<file path="src/rtl/rf_write_arbiter_pkg.sv">
// Shared types and helpers for the register-file write arbiter.
// The default widths follow a 32-register, 32-bit integer file.
package rf_arb_pkg;

  localparam int RF_DATA_W = 32;
  localparam int RF_REG_W  = 5;
  localparam int RF_NREGS  = 2 ** RF_REG_W;

  localparam logic [RF_REG_W-1:0] REG_ZERO = {RF_REG_W{1'b0}};

  // addr sits in the MSBs so a FIFO tag view of the top bits yields the destination
  typedef struct packed {
    logic [RF_REG_W-1:0]  addr;
    logic [RF_DATA_W-1:0] data;
  } rf_wr_t;

  function automatic logic [RF_NREGS-1:0] onehot(input logic [RF_REG_W-1:0] idx);
    logic [RF_NREGS-1:0] vec;
    vec      = {RF_NREGS{1'b0}};
    vec[idx] = 1'b1;
    return vec;
  endfunction

endpackage

</file>
<file path="src/rtl/rf_write_arbiter_sync_fifo.sv">
// Generic synchronous FIFO with a registered occupancy count.
// Also exposes per-slot valid bits and the top TAG_W bits of every slot.
module sync_fifo #(
  parameter int WIDTH = 8,
  parameter int DEPTH = 2,
  parameter int TAG_W = 1
) (
  input  logic                        clk,
  input  logic                        rst,
  input  logic                        push,
  input  logic                        pop,
  input  logic [WIDTH-1:0]            wdata,
  output logic [WIDTH-1:0]            rdata,
  output logic                        full,
  output logic                        empty,
  output logic [DEPTH-1:0][TAG_W-1:0] tags,
  output logic [DEPTH-1:0]            entry_valid
);

  localparam int PTR_W = $clog2(DEPTH);
  localparam int CNT_W = $clog2(DEPTH + 1);

  logic [PTR_W-1:0]            wr_ptr_r;
  logic [PTR_W-1:0]            rd_ptr_r;
  logic [CNT_W-1:0]            count_r;
  logic [DEPTH-1:0][WIDTH-1:0] mem_r;
  logic                        push_ok_s;
  logic                        pop_ok_s;

  assign full      = (count_r == CNT_W'(DEPTH));
  assign empty     = (count_r == {CNT_W{1'b0}});
  assign push_ok_s = push && !full;
  assign pop_ok_s  = pop && !empty;
  assign rdata     = mem_r[rd_ptr_r];

  // Pointers and occupancy; DEPTH is a power of two so pointers wrap naturally.
  always_ff @(posedge clk) begin
    if (rst) begin
      wr_ptr_r <= {PTR_W{1'b0}};
      rd_ptr_r <= {PTR_W{1'b0}};
      count_r  <= {CNT_W{1'b0}};
    end else begin
      if (push_ok_s) wr_ptr_r <= wr_ptr_r + 1'b1;
      if (pop_ok_s)  rd_ptr_r <= rd_ptr_r + 1'b1;
      case ({push_ok_s, pop_ok_s})
        2'b10:   count_r <= count_r + 1'b1;
        2'b01:   count_r <= count_r - 1'b1;
        default: count_r <= count_r;
      endcase
    end
  end

  // Storage is not reset; validity comes from the pointers and count alone.
  always_ff @(posedge clk) begin
    if (push_ok_s) mem_r[wr_ptr_r] <= wdata;
  end

  for (genvar g = 0; g < DEPTH; g++) begin : g_slot
    logic [PTR_W-1:0] offs_s;
    assign offs_s         = PTR_W'(g) - rd_ptr_r;
    assign entry_valid[g] = ({1'b0, offs_s} < count_r);
    assign tags[g]        = mem_r[g][WIDTH-1 -: TAG_W];
  end

endmodule

</file>
<file path="src/rtl/rf_write_arbiter.sv">
// Shares the register-file write port between writeback (priority) and a
// long-latency unit whose results queue and drain into idle writeback slots.
module rf_write_arbiter
  import rf_arb_pkg::*;
#(
  parameter int DATA_W     = RF_DATA_W,
  parameter int REG_W      = RF_REG_W,
  parameter int FIFO_DEPTH = 2,
  parameter int STARVE_MAX = 4
) (
  input  logic                  clk,
  input  logic                  rst,
  input  logic                  wb_we_i,
  input  logic [REG_W-1:0]      wb_waddr_i,
  input  logic [DATA_W-1:0]     wb_wdata_i,
  input  logic                  lu_valid_i,
  output logic                  lu_ready_o,
  input  logic [REG_W-1:0]      lu_waddr_i,
  input  logic [DATA_W-1:0]     lu_wdata_i,
  output logic                  stall_o,
  output logic                  rf_we_o,
  output logic [REG_W-1:0]      rf_waddr_o,
  output logic [DATA_W-1:0]     rf_wdata_o,
  output logic [2**REG_W-1:0]   pending_o
);

  localparam int NREGS    = 2 ** REG_W;
  localparam int STARVE_W = $clog2(STARVE_MAX + 1);

  rf_wr_t                         push_ent_s;
  rf_wr_t                         head_s;
  logic                           full_s;
  logic                           empty_s;
  logic [FIFO_DEPTH-1:0][REG_W-1:0] tags_s;
  logic [FIFO_DEPTH-1:0]          entry_valid_s;
  logic                           wb_busy_s;
  logic                           push_s;
  logic                           pop_s;
  logic [NREGS-1:0]               pending_s;
  logic [STARVE_W-1:0]            starve_r;

  assign wb_busy_s  = wb_we_i && (wb_waddr_i != REG_ZERO);
  assign lu_ready_o = !full_s && !rst;
  // Writes to x0 complete the handshake but are dropped here.
  assign push_s     = lu_valid_i && lu_ready_o && (lu_waddr_i != REG_ZERO);
  assign stall_o    = !rst && !empty_s && wb_busy_s && (starve_r == STARVE_W'(STARVE_MAX));
  assign pop_s      = !rst && !empty_s && (!wb_busy_s || stall_o);
  assign push_ent_s = '{addr: lu_waddr_i, data: lu_wdata_i};

  sync_fifo #(
    .WIDTH (REG_W + DATA_W),
    .DEPTH (FIFO_DEPTH),
    .TAG_W (REG_W)
  ) u_lu_fifo (
    .clk         (clk),
    .rst         (rst),
    .push        (push_s),
    .pop         (pop_s),
    .wdata       (push_ent_s),
    .rdata       (head_s),
    .full        (full_s),
    .empty       (empty_s),
    .tags        (tags_s),
    .entry_valid (entry_valid_s)
  );

  // Write-port mux: a retiring queue head overrides the writeback request.
  always_comb begin
    if (pop_s) begin
      rf_we_o    = 1'b1;
      rf_waddr_o = head_s.addr;
      rf_wdata_o = head_s.data;
    end else begin
      rf_we_o    = wb_busy_s && !rst;
      rf_waddr_o = wb_waddr_i;
      rf_wdata_o = wb_wdata_i;
    end
  end

  // Age of the current head in cycles it has been denied the port.
  always_ff @(posedge clk) begin
    if (rst) begin
      starve_r <= {STARVE_W{1'b0}};
    end else if (pop_s || empty_s) begin
      starve_r <= {STARVE_W{1'b0}};
    end else if (starve_r != STARVE_W'(STARVE_MAX)) begin
      starve_r <= starve_r + 1'b1;
    end else begin
      starve_r <= starve_r;
    end
  end

  // Destinations of all queued results, for decode hazard checks.
  always_comb begin
    pending_s = {NREGS{1'b0}};
    for (int i = 0; i < FIFO_DEPTH; i++) begin
      pending_s = pending_s | (onehot(tags_s[i]) & {NREGS{entry_valid_s[i]}});
    end
  end

  assign pending_o = rst ? {NREGS{1'b0}} : {pending_s[NREGS-1:1], 1'b0};

endmodule

</file>
<file path="config.mk">
export PLATFORM = sky130hd
export DESIGN_NAME = rf_write_arbiter
export DESIGN_NICKNAME = d
export VERILOG_FILES = /design/src/rtl/rf_write_arbiter_pkg.sv /design/src/rtl/rf_write_arbiter_sync_fifo.sv /design/src/rtl/rf_write_arbiter.sv
export SDC_FILE = /design/constraint.sdc
export NUM_CORES = 1
export LEC_CHECK = 0
export BUFFER_PORTS_ARGS = -buffer_cell sky130_fd_sc_hd__buf_2
export CAP_MARGIN = 10
export CELL_PAD_IN_SITES_DETAIL_PLACEMENT = 1
export CELL_PAD_IN_SITES_GLOBAL_PLACEMENT = 2
export CORE_UTILIZATION = 30
export CTS_BUF_LIST = sky130_fd_sc_hd__clkbuf_8
export DETAILED_ROUTE_END_ITERATION = 8
export PLACE_DENSITY_LB_ADDON = 0.1
export SLEW_MARGIN = 20
export SYNTH_ARGS = -nofsm -noshare
export SYNTH_HDL_FRONTEND = slang
export SYNTH_HIERARCHICAL = 1
export SYNTH_SLANG_ARGS = --single-unit
export TNS_END_PERCENT = 20
</file>
<file path="constraint.sdc">
create_clock -name clk -period 2.8 [get_ports clk]
set_clock_uncertainty 0.2 [all_clocks]
set_input_delay 0.7 -clock clk [delete_from_list [all_inputs] [get_ports clk]]
set_output_delay 0.7 -clock clk [all_outputs]
set_load 0.01 [all_outputs]
</file>
# After elaboration in Yosys (flattened, before gate mapping)
# Cells that the tools add are included.
# word_totals
regBits,81
latch_bits,0
mem_bits_rw,0
romBits,0
elab_cells,69
mem_count,0
# classes
addsub,7
n_mul,0
div_mod_pow,0
magnitude_cmp,9
n_eq_ne,5
shift,0
mux,14
bitwise,3
reduce_logical,25
# ops
op,n
37-bit 2-to-1 mux,3
74-bit bitwise mux,1
32-bit bitwise AND,2
32-bit 2-to-1 mux,2
37-bit demux with 1-bit select,1
32-bit OR,1
1-bit logical AND,14
5-bit by 6-bit < comparator with 1-bit output (second input constant),2
1-bit demux with 5-bit select,2
5-bit by 1-bit greater-or-equal comparator with 1-bit output (second input constant),2
5-bit nonzero test,2
5-bit 2-to-1 mux,1
2-bit equality test (second input constant),2
1-bit logical NOT,4
1-bit by 2-bit < comparator with 1-bit output,2
1-bit by 2-bit < comparator with 1-bit output (second input constant),2
2-bit one-hot mux with 2 select lines,1
3-bit by 1-bit adder with 3-bit output (second input constant),1
3-bit equality test (second input constant),1
1-bit 2-to-1 mux,3
3-bit != test (second input constant),1
1-bit adder (second input constant),2
2-bit by 1-bit adder with 2-bit output (second input constant),1
2-bit by 1-bit equality test with 1-bit output (second input constant),1
other kinds (7),9

# Longest topological paths before layout
# logic_depth
depth_word,10
mapped_depth,11
ltp_nobuf,10

# Hierarchy
# Netlist, hierarchy kept.
# modules_own_cells
module,instances,cells_per_inst,area_per_inst_um2,seq_area_each_um2
sync_fifo,1,153,2972.9,2302.2
rf_write_arbiter,1,167,1368.8,60.1

# Worst setup path before layout
# No wires, ideal clock.
# synth_path
kind,input port to flip-flop
from,in rst
to,"reg u_lu_fifo/mem_r[0] (netlist name), enable pin"
arrival_ns,2.429
path_slack_ns,-0.220
stages,7
path_buffers,1
cell_sequence,buf_6 > nor2_1 > nand2_1 > a21oi_1 > inv_1 > or3_1 > inv_1
# synth_between
elab_chain_cells,5
# synth_lines
item,line,rtl
from (decl),rf_write_arbiter.sv:12,"input logic rst,"
1-bit logical NOT,rf_write_arbiter.sv:43,assign lu_ready_o = !full_s && !rst;
1-bit logical AND,rf_write_arbiter.sv:43,
named net lu_ready_o,rf_write_arbiter.sv:17,"output logic lu_ready_o,"
1-bit logical AND (2 in a row),rf_write_arbiter.sv:45,assign push_s = lu_valid_i && lu_ready_o && (lu_waddr_i != REG_ZERO);
named net push_s,rf_write_arbiter.sv:37,logic push_s;
1-bit logical AND,rf_write_arbiter_sync_fifo.sv:32,assign push_ok_s = push && !full;
"to (signal, indexed assignment)",rf_write_arbiter_sync_fifo.sv:55,if (push_ok_s) mem_r[wr_ptr_r] <= wdata;
to (decl),rf_write_arbiter_sync_fifo.sv:26,logic [DEPTH-1:0][WIDTH-1:0] mem_r;
# The timed path passes the listed nets, and every way through them passes these cells.
# A chain may end at the register's enable or synchronous reset.

# Final worst setup path
# layout_path
from,in rst
to,out rf_wdata_o[11]
# layout_between
elab_chain_cells,7
# layout_lines
item,line,rtl
1-bit logical NOT (*),"rf_write_arbiter.sv:46, rf_write_arbiter.sv:47",
1-bit logical AND (*),"rf_write_arbiter.sv:46, rf_write_arbiter.sv:47",
1-bit logical AND (2 in a row),rf_write_arbiter.sv:46,assign stall_o = !rst && !empty_s && wb_busy_s && (starve_r == STARVE_W'(STARVE_MAX));
1-bit logical OR,rf_write_arbiter.sv:47,assign pop_s = !rst && !empty_s && (!wb_busy_s || stall_o);
1-bit logical AND (*),rf_write_arbiter.sv:47,
32-bit 2-to-1 mux (*),rf_write_arbiter.sv:69,if (pop_s) begin
to (decl),rf_write_arbiter.sv:23,"output logic [DATA_W-1:0] rf_wdata_o,"
# Mark *: on every way between the ends. The rest lies on a longest branch, timed or not.

==> results.txt <==
The run finished, with violations left. The final reports fail on negative setup slack. Power spread over the standard cell area amounts to ~460 nW/µm². The clock reaches the later pin of the worst-skew pair after 350 ps. Setup repair after global routing could not meet its margin everywhere.

The number of cells on the critical path is 7. The largest fanout of any net on the critical path is 13. The number of antenna diodes came out at 0. In this run the most critical hold path is launched from starve_r[0]. The maximum clock frequency came out at 313.1 MHz. The worst register-to-register path begins at u_lu_fifo/count_r[1]. The buffers plus inverters on the worst setup path came out at 4.

The count of synthesis-stage warnings from yosys is 6. The number of flops mapped to enable cells by yosys is 74. The maximum buffer depth of the clock tree came out at 2. The summed instance area of the synthesized netlist came out at 4342 µm². The synthesized area per cell came out at 13.57 µm². The worst endpoint data arrival time came out at 2290 ps. TritonCTS built the clock tree. Setup violations remaining at the end of the flow were counted as 38. The number of clock buffers added by TritonCTS is 9. The endpoint identified for the worst register-to-register timing path is u_lu_fifo/count_r[1]. The clock-pin transition on the worst setup and hold timing paths came out at 80 ps. The total core area is 13,990 µm².

The number of remaining DRC errors came out at 0. STA classifies the critical path startpoint as a primary input. The type of destination of the critical path is an output port. The number of I/O pins is 150. The placed standard-cell area is 5313 µm².

The final instance area is 5918 µm². The total track usage is between 15 and 20%. The setup slack of the most critical reg-to-reg path came out at 230 ps. The most instantiated flip-flop cell in the synthesis netlist is sky130_fd_sc_hd__edfxtp_1.

Leaving out fill and tap cells, the most frequent cells in the layout are sky130_fd_sc_hd__buf_2, sky130_fd_sc_hd__edfxtp_1, sky130_fd_sc_hd__mux2_2. The critical path is of the primary input to output port type. The highest ir drop seen on vdd came out at between 0.15 and 0.2 mV. The kind of cell adding the most delay to the critical path is simple AND/OR/NAND/NOR gates. The HPWL after detailed placement is 8391 µm.

The row count is 43. The path class of the tightest hold or removal check is flop to flop. The design draws 2701 µW. Synthesis produced a netlist whose cell count is 320.

The count of state elements after synthesis came out at 81. The sequential-to-total area share from yosys stat came out at 54.41%. The end point of the most critical hold path is starve_r[0]. The post-layout net count came out at approximately 560. In the routed layout, each cell is associated on average with a via count of 4.759. The critical path data required time came out at 1900 ps. The iteration count of the initial detailed-routing pass is 4.

The layout overhead on the synthesized area came out at 36.31%. The depth of the worst register-to-register path is 9. Global routing finished with a remaining overflow of 0. The cell leakage power came out at 0.002371 µW.

The async set-reset flop share out of synthesis is 0%. Entering global routing, the biggest net connects 35 pins. The number of antenna violations at the first check in global routing is 2. The vertical die dimension came out at 122.3 µm.

The distinct cell type count of the synthesized netlist is 35. The count of final max-slew check failures is 0. The CTS sink count came out at just over 80. The count of H-tree levels built during CTS came out at 3. The area taken by flip-flops and latches is approximately 2400 µm². The effective utilization at floorplan came out at 31.04%.

For this design, the slowest cell found on the critical path is sky130_fd_sc_hd__or4_4. The first global-routing pass estimated 17,620 µm of wire. The max-capacitance violation count is 0. The share of post-route cells with drive strength above 1 is 60.50%.

The residual antenna-violating net count after detailed routing is 0. The final weighted congestion in routability-driven placement is 0.7274. The count of vias placed by the detailed router came out at 3,146. The signal on the critical path passes through buf_6 -> or4_4 -> o2bb2ai_4 -> buf_12 -> buf_12 -> mux2_2 -> buf_6.

The die covers 14,960 µm². The post-route worst setup slack is -394.1 ps. The multi-input combinational cell area is 1838 µm².

The post-synthesis net count is 401. Buffers inserted to repair hold after CTS numbered 0. The portion of the clock cycle consumed by the worst path in the final layout came out at 114.1%. Leaving out fill and tap cells, the most frequent cell in the layout is sky130_fd_sc_hd__buf_2. The total count of hold-check failures in the final report came out at 0.

The number of instances on the worst hold path is 1. The peak per-stage delay on the critical path is 540 ps. For the finished layout, the period the worst path requires is 3194 ps. The total wire length came out at 11,210 µm. The cell sitting at the root of the clock tree is a sky130_fd_sc_hd__clkbuf_8.

The filler cell count came out at 1,527. Port buffering added 148 buffers. The routed wirelength normalized by instance count is 16.96 µm. The number of global-route vias before repair came out at 3,331. The DRC violation total after the first TritonRoute iteration came out at 159. The floorplan die width came out at 122.3 µm.
-- report_power, final --
part | switching [µW] | internal (µW) | total (µW)
logic | 204 | 263 | 467
clock network | 434 | 412 | 846
registers | 19.0 | 1370 | 1390
-- worst max path at each step --
stage | start | end | slack (ps)
after floorplan | rst | rf_wdata_o[13] | -220
after global placement | rst | rf_waddr_o[1] | -370
after detailed placement | rst | rf_waddr_o[1] | -400
after CTS | rst | rf_wdata_o[10] | -380
after global routing | rst | rf_wdata_o[9] | -450
final | rst | rf_wdata_o[11] | -390
-- worst register-to-register path, delay by kind of cell, from the launching register on --
family                     cells  cell delay, ps
adders and majority gates      1             250
AOI/OAI and AO/OA              3             510
DFF                            1             350
and+or+nand+nor                3             930
buffers and inverters          2             270
-- cell families after synthesis --
kind of cell | synth area share (%)
xor gates and xnor gates | 0.6053
muxes | 21.07
and+or+nand+nor | 9.567
AOI/OAI and AO/OA | 7.868
adders and majority gates | 0.8646
buffers and inverters | 5.533
other | 0.08637
DFF | 54.41
-- synthesized netlist by cell type (2+ instances only) --
| cell type | n | area share (%) |
|---|---|---|
| sky130_fd_sc_hd__a21o_2 | 2 | 0.40 |
| sky130_fd_sc_hd__a21oi_1 | 4 | 0.46 |
| sky130_fd_sc_hd__a22oi_1 | 31 | 5.4 |
| sky130_fd_sc_hd__and3_1 | 4 | 0.58 |
| sky130_fd_sc_hd__and3b_1 | 10 | 2.0 |
| sky130_fd_sc_hd__buf_12 | 2 | 0.92 |
| sky130_fd_sc_hd__buf_2 | 4 | 0.46 |
| sky130_fd_sc_hd__buf_4 | 12 | 2.1 |
| sky130_fd_sc_hd__buf_6 | 3 | 0.78 |
| sky130_fd_sc_hd__clkbuf_1 | 9 | 0.78 |
| sky130_fd_sc_hd__dfxtp_1 | 7 | 3.2 |
| sky130_fd_sc_hd__edfxtp_1 | 74 | 51 |
| sky130_fd_sc_hd__ha_1 | 3 | 0.86 |
| sky130_fd_sc_hd__inv_1 | 5 | 0.43 |
| sky130_fd_sc_hd__mux2_2 | 55 | 14 |
| sky130_fd_sc_hd__mux2_4 | 19 | 6.6 |
| sky130_fd_sc_hd__nand2_1 | 4 | 0.35 |
| sky130_fd_sc_hd__nor2_1 | 41 | 3.5 |
| sky130_fd_sc_hd__nor3_1 | 3 | 0.35 |
| sky130_fd_sc_hd__nor3b_1 | 9 | 1.6 |
| sky130_fd_sc_hd__o21ai_0 | 2 | 0.23 |
| sky130_fd_sc_hd__or3_1 | 3 | 0.43 |
| sky130_fd_sc_hd__xnor2_1 | 2 | 0.40 |
-- state kept, by name, summed over array words and instances, names as in the netlist --
signal              cells
u_lu_fifo/rd_ptr_r      1
u_lu_fifo/tags         10
u_lu_fifo/mem_r        64
starve_r                3
u_lu_fifo/count_r       2
u_lu_fifo/wr_ptr_r      1
-- cell type report --
type	count	share of cell area, %
Sequential cell	81	39.98
Multi-Input combinational cell	203	31.06
Timing Repair Buffer	175	21.42
Tap cell	180	3.805
Clock buffer	9	2.093
Clock inverter	7	1.205
Inverter	6	0.4440
-- per-stage QoR --
step           std cells  hold slack, ps  setup TNS, ps  setup WS, ps  utilization (%)
6_report             661           264.0         -13200        -394.1            42.31
5_1_grt              661           303.8         -15220        -449.6            42.31
4_1_cts              661           271.4         -12890        -381.1            42.00
3_5_place_dp         642           259.9         -14070        -404.5            37.98
3_3_place_gp         642           233.8         -13040        -374.4            37.98
2_1_floorplan        320           227.3          -6789        -220.1                -
-- routing by layer --
layer  routed length (µm)  track usage, %  vias to the layer above
met4                  233           6.174                        4
li1                     -               -                     1509
met1                 4729           18.30                     1507
met5                   27               0                        -
met3                  779           4.786                       18
met2                 5438           26.54                      108
-- what timing repair did --
action | in CTS | in global routing
setup buffers | 2 | 0
endpoints found under the setup margin | 46 | 53
pin swaps | 2 | 1
cloned | 1 | 0
resized for setup | 56 | 12
(Power assumes the default switching activity.)
